===== config.mk =====
export PLATFORM = sky130hd
export DESIGN_NAME = bcd_display_scanner
export DESIGN_NICKNAME = d
export VERILOG_FILES = /design/src/rtl/bcd_display_scanner.sv
export SDC_FILE = /design/constraint.sdc
export NUM_CORES = 1
export LEC_CHECK = 0
export ABC_AREA = 1
export BUFFER_PORTS_ARGS = -buffer_cell sky130_fd_sc_hd__buf_2
export CORE_MARGIN = 10
export CORE_UTILIZATION = 43
export DETAILED_ROUTE_END_ITERATION = 10
export PLACE_DENSITY_LB_ADDON = 0.15
export SETUP_SLACK_MARGIN = 0.4
export SKIP_LAST_GASP = 1
export SYNTH_ARGS = -nofsm -noshare
export SYNTH_HDL_FRONTEND = slang
export SYNTH_SLANG_ARGS = --single-unit

===== constraint.sdc =====
create_clock -name Clk -period 3.6 [get_ports Clk]
set_clock_uncertainty 0.1 [all_clocks]
set_input_delay 0.18 -clock Clk [delete_from_list [all_inputs] [get_ports Clk]]
set_output_delay 0.18 -clock Clk [all_outputs]
set_load 0.01 [all_outputs]

===== src/rtl/bcd_display_scanner.sv =====
`timescale 1ns/100ps
`default_nettype none
// ============================================================================
// Module  : bcd_display_scanner
// Brief   : Scans a captured 4-digit packed BCD word onto a common-anode
//           7-segment display with leading-zero blanking and a dash glyph.
// Revision: 1.0 - initial release
// ============================================================================
module bcd_display_scanner #(
    parameter int CLK_DIV       = 100000,
    parameter bit BLANK_LEADING = 1'b1
) (
    input  logic        Clk,
    input  logic        Reset,
    input  logic [15:0] BcdIn,
    input  logic        Load,
    output logic [6:0]  Seg,
    output logic        Dp,
    output logic [3:0]  An
);

    localparam int                 c_CNT_W     = (CLK_DIV > 1) ? $clog2(CLK_DIV) : 1;
    localparam logic [c_CNT_W-1:0] c_CNT_MAX   = c_CNT_W'(CLK_DIV - 1);
    localparam logic [6:0]         c_SEG_BLANK = 7'b1111111;
    localparam logic [6:0]         c_SEG_DASH  = 7'b0111111;

    logic [15:0]        r_disp;
    logic [c_CNT_W-1:0] r_pre_cnt;
    logic [1:0]         r_digit_idx;

    logic               w_tick;
    logic [3:0]         w_nib_zero;
    logic [3:0]         w_lead_zero;
    logic [3:0]         w_nibble;
    logic               w_blank;
    logic [6:0]         w_glyph;

    assign w_tick = (r_pre_cnt == c_CNT_MAX);

    generate
        for (genvar k = 0; k < 4; k++) begin : g_nib_zero
            assign w_nib_zero[k] = (r_disp[4*k +: 4] == 4'h0);
        end
    endgenerate

    // w_lead_zero[k] is set when nibbles k..3 are all zero
    assign w_lead_zero[3] = w_nib_zero[3];
    assign w_lead_zero[2] = w_nib_zero[2] & w_lead_zero[3];
    assign w_lead_zero[1] = w_nib_zero[1] & w_lead_zero[2];
    assign w_lead_zero[0] = w_nib_zero[0] & w_lead_zero[1];

    assign w_nibble = r_disp[{r_digit_idx, 2'b00} +: 4];
    assign w_blank  = BLANK_LEADING && (r_digit_idx != 2'd0) && w_lead_zero[r_digit_idx];

    always_comb begin
        w_glyph = c_SEG_DASH;
        case (w_nibble)
            4'h0:    w_glyph = 7'b1000000;
            4'h1:    w_glyph = 7'b1111001;
            4'h2:    w_glyph = 7'b0100100;
            4'h3:    w_glyph = 7'b0110000;
            4'h4:    w_glyph = 7'b0011001;
            4'h5:    w_glyph = 7'b0010010;
            4'h6:    w_glyph = 7'b0000010;
            4'h7:    w_glyph = 7'b1111000;
            4'h8:    w_glyph = 7'b0000000;
            4'h9:    w_glyph = 7'b0010000;
            default: w_glyph = c_SEG_DASH;
        endcase
    end

    always_ff @(posedge Clk or posedge Reset) begin
        if (Reset) begin
            r_pre_cnt   <= '0;
            r_digit_idx <= 2'd0;
        end else begin
            if (w_tick) begin
                r_pre_cnt   <= '0;
                r_digit_idx <= r_digit_idx + 2'd1;
            end else begin
                r_pre_cnt   <= r_pre_cnt + 1'b1;
            end
        end
    end

    always_ff @(posedge Clk or posedge Reset) begin
        if (Reset) begin
            r_disp <= 16'h0000;
        end else if (Load) begin
            r_disp <= BcdIn;
        end
    end

    // Outputs are registered from the pre-edge digit index, so they trail it by one cycle
    always_ff @(posedge Clk or posedge Reset) begin
        if (Reset) begin
            An  <= 4'b1111;
            Seg <= c_SEG_BLANK;
            Dp  <= 1'b1;
        end else begin
            An  <= ~(4'b0001 << r_digit_idx);
            Seg <= w_blank ? c_SEG_BLANK : w_glyph;
            Dp  <= 1'b1;
        end
    end

endmodule
`default_nettype wire


==> flow_summary.yaml, run 1 <==
grt:
  top_usage_layer: "met2"
  grt_overflow: 0
  grt_usage_pct: 11.56
  use_met3_pct: 3.535
  antenna_found_initial: 0
  gr-usage-met1_pct: 16.26
  grt_pass1_wl_mm: 8.445
  grt_max_degree: 47
  met2_usage_pct: 16.48
  grt_pass1_vias: 1879
sta:
  clock.fmax_ghz: 0.5495
  hold_slack_ns: 0.02358
  hold_viol: 0
  max_slew_margin_pct: 62.26
  setup_viol: 0
  rsz0062_at_grt: "no"
  worst_slew_pin_slew_ns: 0.5661
  setup_tns_ns: 0
  fin_crit_sh_pct: 50.55
  period_needed_ns: 1.820
  drv_slew: 0
  setup_ws_ns: 1.780
die:
  core.rowCount: 27
  die_x_um: 95.33
  start_util_pct: 44.31
  die-area_sq_um: 9087
  core_sq_um: 5507
  die_y_um: 95.33
  pin_count: 31
yosys:
  yosysSeqAreaShare_pct: 47.74
  syn_avg_cell_area_sq_um: 8.591
  synth_area_leaders: "dfrtp_1, dfstp_2, nand2_1, nand3_1, inv_1"
  ys_warn_count: 0
  syn_area_sq_um: 2440
  synth_cell_type_count: 30
  synthCells: 284
  synth_top_area_share_pct: 35.90
  syn_nets: 313
  yosysTopAreaCell: "dfrtp_1"
  ys_ff_latch: 46
clock_tree:
  cts_buffer_depth: 2
  cts_sinks: 46
  cts-root-buf: "clkbuf_8"
  cts_resized: 0
  cts.clk_slew.worst_paths_ns: 0.09
  cts_tree: "yes"
  htreeDepth: 2
  cts_buffers: 5
  clk_latency_ns: 0.31
critical_path:
  timing.rr.end: "Seg[5]"
  setup.reg_to_reg.worst_slack_ns: 1.78
  critPathArrivalTime_ns: 1.94
  path_class: "register to register"
  critical_path.reg2reg.startpoint: "r_digit_idx[0]"
  critical-path-max-stage-delay_ns: 0.60
  worstPathMaxFanout: 12
  crit_chain: "inv_4 > nand2_1 > nand3_1 > nand2_2 > inv_1 > ha_1 > nand3_1 > nand2_1 > nand2_1 > nand3_1"
  reg2reg_depth: 10
  crit_required_ns: 3.72
  cp-start-kind: "register"
  crit_path_top_delay_cell: "dfrtp_1"
  end_kind: "register"
worst_hold_path:
  worstHoldStart: "BcdIn[3]"
  hold_path_class: "primary input to register"
  hold-path-endpoint: "r_disp[3]"
  hold_depth: 2
power:
  power.total_mw: 1.100
  leakagePower_nw: 1.448
  ir_drop_v: 0.0002298
  power_density_nw_per_um2: 378.2
final_layout:
  final_cell_mix: "nand2_1, inv_1, dfrtp_1"
  drive_above_1_share_pct: 22.59
  multiInputGateArea_sq_um: 1064
  layout_commonest_cell: "nand2_1"
  n_fill_cell: 487
  area_delta_synth_final_pct: 19.23
  layout.nets: 360
  register_area_sq_um: 1165
  n_antenna_cell: 0
  fin_area_sq_um: 2909
job:
  maxCapViolations: 0
detailed_routing:
  via_per_inst: 4.646
  drc: 0
  drtIter0Drc: 113
  wire_per_inst_um: 11.59
  drt_wl_total_mm: 4.684
  via_count: 1877
  postRouteAntennaNets: 0
  drt_first_pass_iters: 4
placed_design:
  pre_cts_ws_ns: 1.807
  numPortBuffers: 29
  place.gp.congestion: 0.8643
  dpl.hpwl_mm: 3.477
  dpl_cell_area_sq_um: 2639
status:
  status: "completed"
==> synthesized netlist by cell type <==
library cell	count
xnor2_1	1
nand2_8	1
o21ai_0	13
nor2_4	1
inv_1	40
nand2_2	6
nand2_1	62
buf_6	2
xor2_1	8
nor2_2	3
clkbuf_1	1
dfrtp_1	35
buf_4	1
nand3b_1	1
nor2_1	29
ha_1	10
o21ai_1	1
nor3_1	2
dfstp_2	11
o21bai_1	1
a21oi_1	1
inv_2	3
mux2_2	7
nand3_1	32
nand4_1	3
nand3_4	2
conb_1	1
nand2_4	3
inv_4	1
buf_2	2
==> cell families (layout without fill, tap and decap cells) <==
group / Yosys count / count (layout) / share of synthesized area [%]
compound gates: 16 / 16 / 3.384
mux: 7 / 7 / 3.231
flops: 46 / 46 / 47.74
fa+ha+maj: 10 / 10 / 5.128
buf+inv: 50 / 98 / 8.667
other cells: 1 / 1 / 0.1537
xor+xnor: 9 / 9 / 3.231
simple gates: 145 / 145 / 28.46
==> worst max-delay path by stage <==
stage / to / depth (start not counted) / start / slack [ns]
after floorplan: Seg[3] / 10 / r_digit_idx[0] / 1.99
after global placement: Seg[4] / 9 / r_digit_idx[1] / 1.83
after detailed placement: Seg[5] / 10 / r_digit_idx[0] / 1.81
after CTS: Seg[0] / 9 / r_digit_idx[0] / 1.77
after global routing: Seg[4] / 9 / r_digit_idx[0] / 1.56
final: Seg[5] / 10 / r_digit_idx[0] / 1.78
==> what timing repair did <==
item                                   in CTS  in global routing
buffers inserted                            0                  0
endpoints found under the hold margin      48                  2
hold buffers                               14                  2
==> state kept, by name (all words and copies together), names as in the netlist <==
name         flops
Seg              7
r_disp          16
An               4
r_digit_idx      2
r_pre_cnt       17
==> stage by stage <==
step | utilization (%) | cells
2_1_floorplan | - | 284
3_5_place_dp | 47.92 | 380
6_report | 52.83 | 404
3_3_place_gp | 47.92 | 380
5_1_grt | 52.83 | 404
4_1_cts | 52.47 | 402
==> power breakdown <==
group,switching [mW],internal (mW)
logic,0.0762,0.0638
registers,0.0159,0.555
clock network,0.181,0.207
total,0.274,0.827
==> worst max-delay path, delay by kind of cell (launching register included) <==
kind	cells	cell delay, ns
DFF	1	0.60
buffers and inverters	2	0.25
adders and majority gates	1	0.21
and+or+nand+nor	7	0.57
==> final cells by class <==
type	instances	share of cell area (%)
Multi-Input combinational cell	188	36.56
Sequential cell	46	40.04
Tap cell	72	3.097
Timing Repair Buffer	46	10.75
Inverter	44	5.763
Clock inverter	2	1.290
Clock buffer	6	2.495
==> metal layers <==
layer / share of wire [%] / up-vias
li1: - / 971
met1: 52 / 855
met2: 41 / 46
met3: 5.9 / 5
met4: 1.0 / 0
met5: 0 / -
No activity file was read; power rests on OpenSTA's default activity.
==> run 2: changes to the inputs <==
==> constraint.sdc (replaced) <==
create_clock -name Clk -period 1.6 [get_ports Clk]
set_clock_uncertainty 0.1 [all_clocks]
set_input_delay 0.08 -clock Clk [delete_from_list [all_inputs] [get_ports Clk]]
set_output_delay 0.08 -clock Clk [all_outputs]
set_load 0.01 [all_outputs]
==> run 2 against run 1 <==
  * Sequential power increased by 130%
  * Critical endpoint is now Seg[3]
  * Count of clock-buffer cells in the layout unchanged
  * Sequential share of layout area decreased by 6.1 points
==> flow_summary.yaml, run 2 (synthesis results as in run 1) <==
final_layout:
  reg.largest.list: "r_pre_cnt (17), r_disp (16), Seg (7)"
  n_fill_cell: 457
  fin_area_sq_um: 3442
  layout_commonest_cell: "nand2_1"
  fin_cells: 433
  regMostFlops: "r_pre_cnt"
  drive_above_1_share_pct: 41.27
  area_delta_synth_final_pct: 41.08
  final_cell_mix: "nand2_1, inv_1, dfrtp_1"
  fin_util_pct: 62.51
  layout.nets: 389
  n_antenna_cell: 0
  largest_reg_flops: 17
power:
  power_density_nw_per_um2: 742.5
  ir_drop_v: 0.0004800
  leakagePower_nw: 1.674
clock_tree:
  clk_latency_ns: 0.30
  cts_buffer_depth: 2
  cts_sinks: 46
  cts_buffers: 5
  htreeDepth: 2
  cts.clk_slew.worst_paths_ns: 0.09
  cts_tree: "yes"
  cts-root-buf: "clkbuf_8"
critical_path:
  setup.reg_to_reg.worst_slack_ns: 0.07
  timing.rr.end: "Seg[3]"
  end_kind: "register"
  crit_path_top_delay_cell: "dfrtp_2"
  worstSetupEndpoint: "Seg[3]"
  cpMostUsedCell: "nand3_2"
  critPathArrivalTime_ns: 1.65
  critical_path.reg2reg.startpoint: "r_digit_idx[0]"
  crit_required_ns: 1.73
  crit_chain: "inv_4 > nand2_2 > nand3_2 > nand2_4 > ha_4 > nand3_2 > nand3_2 > nand3_2"
  reg2reg_depth: 8
  cp-start-kind: "register"
  worstPathMaxFanout: 8
  critical-path-max-stage-delay_ns: 0.47
  path_class: "register to register"
  crit_path_start: "r_digit_idx[0]"
grt:
  antenna_found_initial: 0
  grt_max_degree: 47
  grt_usage_pct: 12.63
  grt_overflow: 0
  grt_pass1_wl_mm: 9.397
  grt_pass1_vias: 2044
detailed_routing:
  drc: 0
  drt_first_pass_iters: 6
  wire_per_inst_um: 12.38
  via_per_inst: 4.637
  via_count: 2008
  drt_wl_total_mm: 5.360
  postRouteAntennaNets: 0
  drtIter0Drc: 72
placed_design:
  dpl_cell_area_sq_um: 2765
  numPortBuffers: 29
  place.gp.congestion: 0.8586
  dpl.hpwl_mm: 3.632
  pre_cts_ws_ns: -0.05376
  placedCellCount: 387
die:
  core_sq_um: 5507
  die_y_um: 95.33
  pin_count: 31
  die-area_sq_um: 9087
  start_util_pct: 44.31
  core.rowCount: 27
  die_x_um: 95.33
status:
  status: "completed"
sta:
  hold_viol: 0
  setup_ws_ns: 0.07394
  setup_viol: 0
  fin_crit_sh_pct: 95.38
  setup_tns_ns: 0
  rsz0062_at_grt: "yes"
  drv_slew: 0
  period_needed_ns: 1.526
  clock.fmax_ghz: 0.6553
job:
  maxCapViolations: 0
worst_hold_path:
  hold_path_class: "primary input to register"
-- run 2: cell count changes in the layout (fill, tap and decap cells not counted), sizes merged --
cell,change
buf,+28
dlygate4sd3,+1
clkinvlp,+1
clkinv,-1
-- run 2: worst min path at each step --
stage,endpoint,startpoint,cells past startpoint
after floorplan,r_digit_idx[0],Reset,1
after global placement,r_pre_cnt[2],Reset,3
after detailed placement,r_pre_cnt[2],Reset,3
after CTS,r_disp[6],Load,3
after global routing,r_disp[6],Load,3
final,r_disp[6],Load,3
-- run 2: metal layers --
metal / vias to the layer above / routed length (um) / track usage [%]
met5: - / 0 / 0
met4: 0 / 34 / 3.117
met3: 6 / 285 / 3.614
met2: 41 / 2414 / 19.03
met1: 926 / 2626 / 17.39
li1: 1035 / - / -
-- run 2: power breakdown --
group	switching (mW)	internal, mW	total (mW)
sequential	0.0384	1.25	1.29
combinational	0.210	0.192	0.402
clock	0.399	0.466	0.866
total	0.648	1.91	2.56
-- run 2: per-stage QoR --
stage,total power [mW],hold slack [ns]
final,2.556,0.1111
after global routing,2.692,0.1317
after CTS,2.579,0.1111
after detailed placement,1.624,0.06131
after global placement,1.623,0.05989
after floorplan,1.520,-0.007135
-- run 2: area by class of cell --
cell class,count,area (sq um),area share [%]
Timing Repair Buffer,75,580.6,16.87
Multi-Input combinational cell,188,1316,38.24
Tap cell,72,90.09,2.617
Clock buffer,6,72.57,2.108
Clock inverter,2,37.54,1.091
Sequential cell,46,1169,33.95
Inverter,44,176.4,5.125
-- run 2: repair_timing --
item,in CTS,in global routing
pin swaps,15,4
gates resized for setup,48,10
setup buffers,17,4
hold buffers,17,0
endpoints found under the setup margin,24,25
gates cloned,0,0
hold endpoints to repair,62,0
-- run 2: worst max-delay path: cells and delay by family, from the launching register on --
kind                     cells  cell delay, ns
buffers and inverters        1            0.12
flip-flops                   1            0.47
AND/OR/NAND/NOR              6            0.48
adder cells (fa/ha/maj)      1            0.29
==> run 3: changes to the inputs <==
--- a/config.mk
+++ b/config.mk
@@ -8,11 +8,12 @@
 export ABC_AREA = 1
 export BUFFER_PORTS_ARGS = -buffer_cell sky130_fd_sc_hd__buf_2
 export CORE_MARGIN = 10
-export CORE_UTILIZATION = 43
+export CORE_UTILIZATION = 52
 export DETAILED_ROUTE_END_ITERATION = 10
 export PLACE_DENSITY_LB_ADDON = 0.15
 export SETUP_SLACK_MARGIN = 0.4
 export SKIP_LAST_GASP = 1
+export SLEW_MARGIN = 10
 export SYNTH_ARGS = -nofsm -noshare
 export SYNTH_HDL_FRONTEND = slang
 export SYNTH_SLANG_ARGS = --single-unit
==> run 3 against run 2 <==
  * Sequential power hardly changed
  * Cell area shrank 4.2%
  * Worst setup slack gained 0.037 ns
  * Largest cell class unchanged
  * Via count is 0.65% lower
  * Flip-flop and latch count unchanged
  * Critical path depth unchanged
  * Register-to-register slack gained 0.04 ns
  * Non-clock buffer count is 8 lower
  * Highest routed layer unchanged
==> flow_summary.yaml, run 3 (synthesis results as in run 1) <==
clock_tree:
  clk_latency_ns: 0.30
  cts_tree: "yes"
  cts_buffer_depth: 2
  cts_sinks: 46
  cts_buffers: 5
  cts.clk_slew.worst_paths_ns: 0.08
  htreeDepth: 2
  cts-root-buf: "clkbuf_8"
final_layout:
  fin_area_sq_um: 3298
  fin_util_pct: 74.21
  reg.largest.list: "r_pre_cnt (17), r_disp (16), Seg (7)"
  layout_commonest_cell: "nand2_1"
  area_delta_synth_final_pct: 35.18
  regMostFlops: "r_pre_cnt"
  layout.nets: 381
  n_antenna_cell: 0
  final_cell_mix: "nand2_1, inv_1, dfrtp_1"
  drive_above_1_share_pct: 38.81
  largest_reg_flops: 17
  n_fill_cell: 338
  register_area_sq_um: 1166
  multiInputGateArea_sq_um: 1305
critical_path:
  worstPathMaxFanout: 7
  crit_chain: "inv_4 > nand2_2 > nand3_2 > nand2_4 > ha_4 > nand3_2 > nand3_2 > nand3_1"
  reg2reg_depth: 8
  critical-path-max-stage-delay_ns: 0.46
  cpMostUsedCell: "nand3_2"
  worstSetupEndpoint: "Seg[3]"
  crit_path_top_delay_cell: "dfrtp_2"
  crit_path_start: "r_digit_idx[0]"
  path_class: "register to register"
  setup.reg_to_reg.worst_slack_ns: 0.11
  critical_path.reg2reg.startpoint: "r_digit_idx[0]"
  crit_required_ns: 1.73
  cp-start-kind: "register"
  timing.rr.end: "Seg[3]"
  critPathArrivalTime_ns: 1.62
  end_kind: "register"
placed_design:
  numPortBuffers: 29
  place.gp.congestion: 0.8865
  dpl.hpwl_mm: 3.593
  dpl_cell_area_sq_um: 2733
die:
  core.rowCount: 24
  pin_count: 31
  die_x_um: 88.50
  start_util_pct: 54.90
  die-area_sq_um: 7832
  core_sq_um: 4444
  die_y_um: 88.50
detailed_routing:
  drc: 0
  drt_first_pass_iters: 4
  via_per_inst: 4.926
  via_count: 1995
  wire_per_inst_um: 13.04
  drtIter0Drc: 86
  drt_wl_total_mm: 5.282
  postRouteAntennaNets: 0
power:
  leakagePower_nw: 1.614
  power_density_nw_per_um2: 710.1
  sequentialPowerShare_pct: 54.7
  comb_power_share_pct: 15.9
  p_switching_uw: 619.9
  switching_share_pct: 26.47
  ir_drop_v: 0.0004991
  clkPwrFrac_pct: 29.4
  p_int_mw: 1.722
  power.total_mw: 2.342
grt:
  grt_usage_pct: 14.91
  grt_max_degree: 47
  grt_pass1_vias: 2002
  grt_overflow: 0
  antenna_found_initial: 0
  grt_pass1_wl_mm: 9.252
worst_hold_path:
  hold_path_class: "primary input to register"
sta:
  drv_slew: 0
  setup_viol: 0
  hold_viol: 0
  rsz0062_at_grt: "yes"
  period_needed_ns: 1.489
  hold_slack_ns: 0.1150
  setup_tns_ns: 0
  fin_crit_sh_pct: 93.04
  clock.fmax_ghz: 0.6717
status:
  status: "completed"
job:
  maxCapViolations: 0
==> run 3: layer usage <==
metal / track usage (%) / up-vias / share of wire [%]
li1: - / 1017 / -
met1: 19.51 / 922 / 45
met2: 23.11 / 50 / 48
met3: 4.320 / 6 / 6.1
met4: 4.993 / 0 / 1.2
met5: 0 / - / 0
==> run 3: metrics by stage <==
step | instances | setup WS [ns]
global placement | 366 | 0.09945
finish | 405 | 0.1113
global route | 405 | 0.01527
floorplan | 284 | -0.003564
CTS | 404 | 0.1340
detailed placement | 366 | 0.05863
==> run 3: how the worst min path moves through the flow <==
stage | startpoint | to | slack, ns | depth (start not counted)
final | Load | r_disp[11] | 0.11 | 3
after global routing | Load | r_disp[12] | 0.13 | 3
after CTS | Load | r_disp[13] | 0.11 | 3
after detailed placement | Reset | r_pre_cnt[4] | 0.06 | 3
after global placement | Reset | r_pre_cnt[4] | 0.06 | 3
after floorplan | Reset | r_digit_idx[0] | -0.007 | 1
==> run 3: power groups by stage <==
| stage | sequential (mW) | combinational, mW | clock [mW] |
|---|---|---|---|
| 6_report | 1.28 | 0.371 | 0.689 |
| 4_1_cts | 1.28 | 0.370 | 0.713 |
| 3_5_place_dp | 1.30 | 0.321 | 0 |
| 3_3_place_gp | 1.30 | 0.314 | 0 |
| 5_1_grt | 1.29 | 0.417 | 0.772 |
| 2_1_floorplan | 1.32 | 0.203 | 0 |
==> run 3: worst max-delay path, delay by kind of cell, from the launching register on <==
kind                     cells  cell delay (ns)
adder cells (fa/ha/maj)      1             0.28
buffers and inverters        1             0.10
flip-flops                   1             0.46
AND/OR/NAND/NOR              6             0.47
==> run 3: area by class of cell <==
class,instances,share of cell area (%)
multi-input cells,188,39.57
repair buffers,67,15.17
clock buffers,6,2.200
well taps,52,1.973
clock inverters,2,0.3035
flip-flops and latches,46,35.36
inverters,44,5.425
==> run 3: repair_timing <==
action	in CTS	in global routing
hold buffers	17	0
endpoints found under the hold margin	62	0
endpoints found under the setup margin	24	25
setup buffers	13	1
pin swaps	14	9
gates resized for setup	39	11
